`config.mk`:
```
export PLATFORM = sky130hd
export DESIGN_NAME = clock_divider_multi
export DESIGN_NICKNAME = d
export VERILOG_FILES = /design/src/rtl/clock_divider_multi.sv
export SDC_FILE = /design/constraint.sdc
export NUM_CORES = 1
export LEC_CHECK = 0
export ABC_AREA = 1
export CAP_MARGIN = 20
export CORE_ASPECT_RATIO = 0.9
export CORE_MARGIN = 1
export CORE_UTILIZATION = 55
export CTS_BUF_LIST = sky130_fd_sc_hd__clkbuf_8
export CTS_CLUSTER_DIAMETER = 120
export DETAILED_ROUTE_END_ITERATION = 10
export PLACE_DENSITY = 0.82
export SETUP_SLACK_MARGIN = 0.5
export SYNTH_ARGS = -nofsm -noshare
export SYNTH_HDL_FRONTEND = slang
export SYNTH_SLANG_ARGS = --single-unit
export TNS_END_PERCENT = 30
```
`constraint.sdc`:
```
create_clock -name clock_in -period 3.2 [get_ports clock_in]
set_clock_uncertainty 0.05 [all_clocks]
set_input_delay 0.32 -clock clock_in [delete_from_list [all_inputs] [get_ports clock_in]]
set_output_delay 0.32 -clock clock_in [all_outputs]
set_load 0.02 [all_outputs]
```
`src/rtl/clock_divider_multi.sv`:
```
// clock_divider_multi
//
// CHANNELS independent programmable clock dividers that all run from clock_in.
// Each channel divides by N = P+1 cycles. Within each period it drives
// clock_out high for H cycles and then low for the remaining N-H cycles. The
// tick output pulses for one cycle on the first cycle of every period.
//
// Settings are written through one shared port into per-channel shadow
// registers. A channel copies its shadow values into its active registers only
// at a period boundary (start or wrap). A write therefore never shortens or
// stretches the period that is already running.
//
// Ports:
//   clock_in    source clock; all logic uses its rising edge
//   reset_n     asynchronous, active-low reset
//   enable      per-channel run enable (bit i -> channel i)
//   cfg_we      configuration write strobe
//   cfg_sel     channel index for the write; indices >= CHANNELS are ignored
//   cfg_period  period value P (the channel divides by P+1)
//   cfg_high    high time H in cycles per period
//   clock_out   divided clock per channel, registered
//   tick        one-cycle strobe at phase 0 of each period, registered
//
// Configuration port: a write is a single-cycle strobe. Every rising edge that
// samples cfg_we=1 with cfg_sel < CHANNELS commits cfg_period/cfg_high to that
// channel's shadow registers. There is no back-pressure.
//
// Per-channel state is kept in state_q (CH_IDLE / CH_RUN). It is visible by
// hierarchical reference together with phase_q and the active/shadow values.

module clock_divider_multi #(
    parameter int CHANNELS     = 4,
    parameter int WIDTH        = 16,
    parameter int SEL_W        = 2,
    parameter int RESET_PERIOD = 1,
    parameter int RESET_HIGH   = 1
) (
    input  logic                clock_in,
    input  logic                reset_n,
    input  logic [CHANNELS-1:0] enable,
    input  logic                cfg_we,
    input  logic [SEL_W-1:0]    cfg_sel,
    input  logic [WIDTH-1:0]    cfg_period,
    input  logic [WIDTH-1:0]    cfg_high,
    output logic [CHANNELS-1:0] clock_out,
    output logic [CHANNELS-1:0] tick
);

    typedef enum logic {
        CH_IDLE = 1'b0,
        CH_RUN  = 1'b1
    } ch_state_t;

    ch_state_t        state_q   [CHANNELS];
    ch_state_t        state_d   [CHANNELS];
    logic [WIDTH-1:0] phase_q   [CHANNELS];
    logic [WIDTH-1:0] phase_d   [CHANNELS];
    logic [WIDTH-1:0] p_act_q   [CHANNELS];
    logic [WIDTH-1:0] p_act_d   [CHANNELS];
    logic [WIDTH-1:0] h_act_q   [CHANNELS];
    logic [WIDTH-1:0] h_act_d   [CHANNELS];
    logic [WIDTH-1:0] p_sh_q    [CHANNELS];
    logic [WIDTH-1:0] p_sh_d    [CHANNELS];
    logic [WIDTH-1:0] h_sh_q    [CHANNELS];
    logic [WIDTH-1:0] h_sh_d    [CHANNELS];
    logic [CHANNELS-1:0] clock_d;
    logic [CHANNELS-1:0] tick_d;
    logic                sel_valid;

    always_comb begin
        sel_valid = 32'(cfg_sel) < 32'(CHANNELS);
        clock_d   = '0;
        tick_d    = '0;
        for (int i = 0; i < CHANNELS; i++) begin
            state_d[i] = state_q[i];
            phase_d[i] = phase_q[i];
            p_act_d[i] = p_act_q[i];
            h_act_d[i] = h_act_q[i];
            p_sh_d[i]  = p_sh_q[i];
            h_sh_d[i]  = h_sh_q[i];

            if (cfg_we && sel_valid && (32'(cfg_sel) == 32'(i))) begin
                p_sh_d[i] = cfg_period;
                h_sh_d[i] = cfg_high;
            end

            if (!enable[i]) begin
                // Dropping enable stops the channel at once, even mid-period.
                state_d[i] = CH_IDLE;
                phase_d[i] = '0;
            end else if (state_q[i] == CH_IDLE || phase_q[i] == p_act_q[i]) begin
                // Period boundary: load the pre-edge shadow values. A write on
                // this same edge lands in the shadow and waits for the next
                // boundary.
                state_d[i] = CH_RUN;
                phase_d[i] = '0;
                p_act_d[i] = p_sh_q[i];
                h_act_d[i] = h_sh_q[i];
                tick_d[i]  = 1'b1;
                clock_d[i] = (h_sh_q[i] != '0);
            end else begin
                // phase_q < p_act_q here, so the increment cannot overflow.
                phase_d[i] = phase_q[i] + 1'b1;
                clock_d[i] = (phase_d[i] < h_act_q[i]);
            end
        end
    end

    always_ff @(posedge clock_in or negedge reset_n) begin
        if (!reset_n) begin
            for (int i = 0; i < CHANNELS; i++) begin
                state_q[i] <= CH_IDLE;
                phase_q[i] <= '0;
                p_act_q[i] <= WIDTH'(RESET_PERIOD);
                h_act_q[i] <= WIDTH'(RESET_HIGH);
                p_sh_q[i]  <= WIDTH'(RESET_PERIOD);
                h_sh_q[i]  <= WIDTH'(RESET_HIGH);
            end
            clock_out <= '0;
            tick      <= '0;
        end else begin
            for (int i = 0; i < CHANNELS; i++) begin
                state_q[i] <= state_d[i];
                phase_q[i] <= phase_d[i];
                p_act_q[i] <= p_act_d[i];
                h_act_q[i] <= h_act_d[i];
                p_sh_q[i]  <= p_sh_d[i];
                h_sh_q[i]  <= h_sh_d[i];
            end
            clock_out <= clock_d;
            tick      <= tick_d;
        end
    end

endmodule

```
Word-level counts from Yosys, hierarchy flattened. Index checks and enable logic that the tools add are counted.

Register bits: 332. Bits of input ports: 41. Output and inout bits: 8. Word-level logic and storage cells: 98.

$add $sub $neg: 4. $lt $le $gt $ge: 4. Equal/unequal tests: 11. Multiplexer cells: 32. Bitwise logic cells: 4. Reduce and logical (&&, ||, !) cells: 17.

Operators with widths (count): 16-bit 2-to-1 mux (8); 16-bit by 1-bit adder with 16-bit output, second input constant (4); 16-bit == test (4); 16-bit less-than comparator (4); 16-bit nonzero test (4); 1-bit 2-to-1 mux (24); 2-bit by 1-bit inequality test with 1-bit output, second input constant (4); 2-bit AND reduction (4); 2-bit == test, second input constant (2); 1-bit logical AND (4); 1-bit logical OR (4); 1-bit NOT (4); 2-bit by 1-bit == test with 1-bit output, second input constant (1); 2-bit logical NOT (1).

Logic depth before layout (Yosys ltp). Gate-level depths: netlist of the first run.

Word-level depth: 4. Depth in mapped cells: 18. Depth with buffers taken out: 18.

Worst setup path before layout of the first run. No wires, ideal clock.

Path type: register to register. Start point: register phase_q[32] (netlist name). End point: register clock_out[1]. Library setup time: 83 ps. Data arrival time: 2179 ps. Required time: 3067 ps. Path slack: 889 ps. Stages on the path, launching flop included: 18. Buffers on the path: 0. Clock period less this slack: 2311 ps. Path through: dfrtp_1 -> ha_1 -> nand3_1 -> inv_1 -> nand2_1 -> nor2_1 -> inv_1 -> nor3_1 -> xor2_1 -> inv_1 -> ha_1 -> nand2_1 -> inv_1 -> nand2_1 -> a21oi_1 -> nor2_1 -> nand4_1 -> o21ai_0.

Longest elaborated chain between the ends: 4. Elaborated cells between the ends (all ways): 6. Those cells by class: 1 x add/sub; 1 x order compare; 1 x eq/ne; 2 x mux; 1 x reduce/logical.

RTL lines: start: declaration (line 56) `logic [WIDTH-1:0] phase_q [CHANNELS];`; start signal: indexed assignment (line 124) `phase_q[i] <= phase_d[i];`; 16-bit by 1-bit adder with 16-bit output or 16-bit == test (tied branches) (line 103, 91); 16-bit less-than comparator or 1-bit logical OR (tied branches) (line 104, 91); 1-bit 2-to-1 mux * (line 91) `end else if (state_q[i] == CH_IDLE || phase_q[i] == p_act_q[i]) begin`; 1-bit 2-to-1 mux * (line 87) `if (!enable[i]) begin`; named net clock_d[1] (line 66) `logic [CHANNELS-1:0] clock_d;`; end signal: assignment (line 130) `clock_out <= clock_d;`; end: declaration (line 45) `output logic [CHANNELS-1:0] clock_out,`.

The timed path passes the listed nets; every way through them passes the cells marked *. A chain may end at the register's enable or synchronous reset.

Worst setup path in the final report of the first run.
Start point: register phase_q[0] (netlist name). End point: register clock_out[3].

The elaborated chain is that of the path after synthesis.

==> results of run 1 <==
Yosys cell counts:
cell type  count  area (µm²)
and2_1         2        12.5
nand4_1       20         125
buf_2         13        65.1
nor3_4         1        16.3
o21a_1         4        30.0
nand2_1      827        3100
dfrtp_1      316        7910
inv_2         15        56.3
xor2_1        34         298
nand2_4        3        33.8
o21bai_1       4        30.0
o21ai_1        2        10.0
inv_1        285        1070
buf_6         12         135
nand2_2        8        50.1
or3_1          1        6.26
a21oi_1       32         160
clkbuf_1      28         105
nor2_2         7        43.8
nor3_1        17        85.1
buf_4          3        22.5
dfstp_2       16         420
inv_6          1        8.76
nand3_1       34         170
nor2_1       141         529
clkinv_2       3        15.0
nor2b_1        2        12.5
nand3b_1       2        15.0
a21boi_0       4        30.0
o21ai_0      146         731
ha_1          64         801
nor4_1        19         119
stage by stage:
step	cells	total power, mW	worst slack, ns	hold WS [ns]	area (µm²)
2_1_floorplan	2066	6.31	0.889	-0.0256	16200
3_3_place_gp	2460	6.81	0.664	0.287	17000
3_5_place_dp	2460	6.91	0.591	0.298	17000
4_1_cts	2556	10.7	0.534	0.258	18100
5_1_grt	2567	11.2	0.438	0.287	18300
6_report	2567	10.6	0.624	0.219	18300
power by group:
group          internal [mW]  total (mW)  switching, mW  leakage [nW]
Sequential              4.82        5.27          0.455          4.24
Clock                   2.05        3.76           1.71         0.639
Combinational          0.617        1.62           1.00          4.92
worst min path at each step:
stage,end,slack (ns),depth (start not counted)
floorplan,clock_out[0],-0.03,0
global placement,clock_out[1],0.29,1
CTS,state_q[0],0.26,1
global route,state_q[3],0.29,1
finish,clock_out[1],0.22,2
detailed placement,clock_out[1],0.30,1
logic make-up after synthesis:
kind of cell,count (synthesis),synth area share [%]
AOI/OAI and AO/OA,192,6.11
xor gates and xnor gates,34,1.84
adders and majority gates,64,4.94
buffers and inverters,360,9.11
DFF,332,51.4
and+or+nand+nor,1084,26.7
sequential cells by signal (all words and copies together) (netlist names):
| register | cells |
|---|---|
| h_sh_q | 64 |
| state_q | 4 |
| p_act_q | 64 |
| phase_q | 64 |
| h_act_q | 64 |
| tick | 4 |
| clock_out | 4 |
| p_sh_q | 64 |
area by class of cell:
cell class	instances	area [µm²]	area share (%)
Clock inverter	28	183	0.998
Clock buffer	67	922	5.04
Multi-Input combinational cell	1374	6500	35.5
Timing Repair Buffer	66	731	3.99
Sequential cell	332	8330	45.5
Inverter	304	1150	6.28
Tap cell	396	495	2.71
routing by layer:
layer | up-vias | track usage (%)
met5 | - | 0
met4 | 0 | 10.2
met3 | 94 | 5.16
met2 | 448 | 44.7
met1 | 6347 | 37.0
li1 | 6450 | -
repair_timing:
item,4_1_cts,5_1_grt
gates resized for setup,0,20
setup buffers,0,7
hold endpoints to repair,64,0
hold buffers,1,0
endpoints found under the setup margin,0,4
==> metrics.txt, run 1 <==
root buffer cell=clkbuf_8; number of port buffers=48; Fin Setup TNS=0 ns; clock slew at the register clock pins of the worst setup and hold paths=approximately 0.070 ns; Initial Utilization=between 50 and 60%; WL/cell=15.5 µm; Rows=~60; GPL Wtd Cong=roughly 0.94; CP Class=flip-flop to flip-flop; Mapped Area=approximately 16000 µm²; Worst Path Arrival=between 3 and 4 ns; met3 WL=about 2900 µm; Worst Path Required=3.67 ns; Antenna diodes=0; commonest non-fill, non-tap cells in the layout=nand2_1 (827), dfrtp_1 (312), inv_1 (300), o21ai_0 (145), nor2_1 (138); setup slack, reg-to-reg=0.62 ns; Setup crit start=phase_q[0]; RSZ-0062 raised after global routing=yes; vias in the first global route=between 10k and 15k; post-synth net total=2171; synth unique cells=32; Critical R2R Launch=phase_q[0]; crit path to=clock_out[3]; initial antenna violation count=1; post-layout util=between 60% and 70%; layout cells sized above 1=under 10%; Top Layer Used=met4; Layout Nets=roughly 2.2k; peak supply drop=0.408 mV; Final Critical Period=roughly 2.6 ns; Worst R2R Path Depth=14; HP Class=primary input to async pin; # DRC=0; FF+latch count, synth=between 300 and 400; run status=finished clean; synth warn=0; Hold Vio Cnt, Final=0; worst skew pair latency=roughly 0.61 ns; Core Box Area=a little under 30000 µm²; drt pass-1 iters=5; htree depth=2; Final setup viols=0; CTS max path bufs=3; worst path cell trace=nand3_1, nor2_2, nand2_1, inv_2, nand2_1, nor2_1, xor2_1, inv_1, ha_1, a21oi_2, o21ai_1, nor2_1, nand4_1, o21ai_0; WP buf/inv=2; Worst-Margin Slew=0.720 ns; filler instances=approximately 2.4k; # IOs=slightly below 50; Routed Antenna Nets=0; Starting DRT DRC Count=1138; period utilization=between 80% and 90%; vias per cell=between 5 and 6; CP Launch Type=flip-flop; Max FO, Critical Path=6; CP max-delay cell=dfrtp_2; PwrDens=~580 nW/µm²; CP Depth=14; hpwl dp=approximately 27000 µm; Total GRT Usage=between 20% and 30%; met2 routed WL=18500 µm; Fmax achieved=between 0.3 and 0.4 GHz; wl on met1=between 15000 and 20000 µm; final WL=about 40000 µm; commonest non-fill, non-tap cell in the layout=nand2_1; die width=~180 µm; via count=between 10k and 15k; first-pass GRT wire length=~65000 µm; max incr delay on CP=approximately 0.4 ns; die area=30200 µm²; Seq/Total Area, Yosys=a little over 50%; delay-heaviest family, CP=simple AND/OR/NAND/NOR gates; Slew HR=between 50% and 60%; CTS tree=yes; P_leak=9.80 nW; pin count of the biggest net entering global routing=78; height of the die=about 160 µm; gr ovfl total=0; maxcap violations=0; CTS Buf Count=~50; RR Endpoint=clock_out[3]; Syn Inst Count=2066; CTS sink count=between 300 and 400; area grow syn2layout=12.9%; fin. max-slew vios=0; CP endpoint kind=flip-flop; mean post-synth cell area=~7.8 µm²
No activity file was read; power rests on OpenSTA's default activity.
==> run 2, diff against run 1 <==
- clock period: 3.2 -> 2.42 ns (I/O delays scaled with it)
==> run 2 against run 1 <==
The run now ends with setup timing left. Largest cell class unchanged. Core utilization grew 4.4 points. Die area is the same. Clock power grew 29%. Worst hold slack lost 0.20 ns. Wire length grew 8.3%. Flip-flop and latch count is the same. Combinational power grew 47%. Sequential share of layout area shrank 2.9 points.
==> metrics.txt, run 2 (synthesis gave the netlist of run 1 again) <==
height of the die=165 µm (unchanged); CTS tree=yes (unchanged); Initial Utilization=56.0% (unchanged); root buffer cell=clkbuf_8 (unchanged); CP endpoint kind=flip-flop (unchanged); commonest non-fill, non-tap cells in the layout=nand2_1 (767), dfrtp_1 (308), inv_1 (294), o21ai_0 (139), nor2_1 (127) (was nand2_1 (827), dfrtp_1 (312), inv_1 (300), o21ai_0 (145), nor2_1 (138)); clock slew at the register clock pins of the worst setup and hold paths=0.06 ns (was 0.07 ns); Hold Vio Cnt, Final=0 (unchanged); Max FO, Critical Path=3 (was 6); vias per cell=5.26 (was 5.20); layout cells sized above 1=16.2% (was 7.88%); number of port buffers=48 (unchanged); CTS Buf Count=53 (was 51); CTS sink count=332 (unchanged); PwrDens=726 nW/µm² (was 582 nW/µm²); final WL=43100 µm (was 39800 µm); htree depth=2 (unchanged); CP max-delay cell=dfrtp_1 (was dfrtp_2); commonest non-fill, non-tap cell in the layout=nand2_1 (unchanged); grt met2 use=46.8% (was 44.7%); # IOs=49 (unchanged); initial antenna violation count=0 (was 1); post-layout util=67.7% (was 63.3%); GPL Wtd Cong=0.941 (was 0.937); die width=183 µm (unchanged); pin count of the biggest net entering global routing=84 (was 78); Final setup viols=1 (was 0); P_leak=10.4 nW (was 9.80 nW); CP Class=flip-flop to flip-flop (unchanged); GR peak layer=met2 (unchanged); HP Class=primary input to async pin (unchanged); run status=finished with violations (was finished clean); Finished Layout Cells=2645 (was 2567); Total GRT Usage=28.1% (was 27.5%); Slew HR=60.3% (was 51.9%); CP Launch Type=flip-flop (unchanged); gr ovfl total=0 (unchanged); WL/cell=16.3 µm (was 15.5 µm); Final Power=14.2 mW (was 10.6 mW); RSZ-0062 raised after global routing=yes (unchanged); Core Box Area=28900 µm² (unchanged); drt pass-1 iters=6 (was 5); maxcap violations=0 (unchanged); Routed Antenna Nets=0 (unchanged); max incr delay on CP=0.36 ns (was 0.40 ns); Inst Count DP=2485 (was 2460); Final Cell Area=19600 µm² (was 18300 µm²); Fin Setup TNS=-0.0558 ns (was 0 ns); worst path cell trace=buf_4, inv_1, nor3_1, nand2_1, nor2_2, xor2_1, inv_1, ha_1, nand4_1, buf_4, a21oi_2, nor2_1, nand4_1, o21ai_1 (was nand3_1, nor2_2, nand2_1, inv_2, nand2_1, nor2_1, xor2_1, inv_1, ha_1, a21oi_2, o21ai_1, nor2_1, nand4_1, o21ai_0); Worst Path Arrival=2.95 ns (was 3.05 ns); CTS max path bufs=3 (unchanged); # DRC=0 (unchanged); vias in the first global route=13.4k (was 12.9k); Worst Path Required=2.89 ns (was 3.67 ns); Final Critical Period=2.48 ns (was 2.58 ns); via count=13.9k (was 13.3k); hpwl dp=27600 µm (was 27100 µm); Worst-Margin Slew=0.594 ns (was 0.720 ns); Starting DRT DRC Count=1423 (was 1138); worst skew pair latency=0.60 ns (was 0.61 ns); grt met1 use=37.2% (was 37.0%); Final WS setup=-0.0558 ns (was 0.624 ns); fin. max-slew vios=0 (unchanged); Rows=59 (unchanged); Layout Nets=2311 (was 2234); failing checks=setup timing; peak supply drop=0.631 mV (was 0.408 mV); dpl cell area=17200 µm² (was 17000 µm²); period utilization=102% (was 80.5%); filler instances=2199 (was 2438); Antenna diodes=0 (unchanged); die area=30200 µm² (unchanged); area grow syn2layout=20.8% (was 12.9%); Fmax achieved=0.404 GHz (was 0.388 GHz); met3 Resource Use GR=4.90% (was 5.16%); first-pass GRT wire length=66700 µm (was 64500 µm)
-- run 2: cell types whose count changed in the layout (fill, tap and decap cells not counted), sizes merged --
cell,previous run,this run
inv,321,322
buf,18,87
nand2,838,840
clkinv,9,16
bufinv,2,1
-- run 2: critical path, delay by kind of cell (launching register included) --
kind	cells	cell delay [ns]
AOI/OAI and AO/OA	2	0.19
xor gates and xnor gates	1	0.22
and+or+nand+nor	6	0.85
adders and majority gates	1	0.32
DFF	1	0.36
buffers and inverters	4	0.41
-- run 2: what timing repair did --
action,4_1_cts,5_1_grt
pin swaps,43,57
hold buffers,1,0
hold endpoints to repair,318,0
cloned,0,6
endpoints found under the setup margin,91,168
buffers inserted,36,19
resized for setup,49,158
-- run 2: per-stage QoR --
| step | hold slack [ns] | setup WS [ns] |
|---|---|---|
| 2_1_floorplan | -0.104 | 0.218 |
| 3_3_place_gp | 0.0419 | 0.0839 |
| 3_5_place_dp | 0.0460 | -0.0644 |
| 4_1_cts | 0.0233 | 0.0310 |
| 5_1_grt | 0.0304 | -0.117 |
| 6_report | 0.0232 | -0.0558 |
-- run 2: path summary, 6_finish.rpt --
path,from,to,slack [ns],cells past startpoint
min in group clock_in,enable[2],state_q[1],0.22,1
setup reg to reg,phase_q[33],clock_out[1],-0.06,14
setup / recovery,phase_q[33],clock_out[1],-0.06,14
hold / removal,reset_n,h_act_q[39],0.02,2
max in group asynchronous,reset_n,h_act_q[48],1.55,3
hold reg to reg,p_sh_q[57],p_act_q[57],0.41,2
-- run 2: report_power, final --
part / leakage (nW) / switching [mW] / internal, mW
clock: 0.638 / 2.29 / 2.55
sequential: 4.23 / 0.635 / 6.37
combinational: 5.52 / 1.43 / 0.948
-- run 2: layer usage --
| metal | wire length, µm | vias up | part of all wire, % |
|---|---|---|---|
| met3 | 3330 | 119 | 7.7 |
| met1 | 17700 | 6638 | 41 |
| met4 | 1420 | 0 | 3.3 |
| li1 | - | 6599 | - |
| met5 | 0 | - | 0 |
| met2 | 20700 | 553 | 48 |
-- run 2: final cells by class --
cell class                 count  area [µm²]  share of cell area, %
timing repair inverter         2        32.5                  0.166
tap                          396         495                   2.53
clock inverter                33         179                  0.913
timing repair buffer         137        1380                   7.05
clock buffer                  65         895                   4.57
sequential                   332        8340                   42.6
multi-input combinational   1376        7080                   36.1
inverter                     304        1190                   6.09
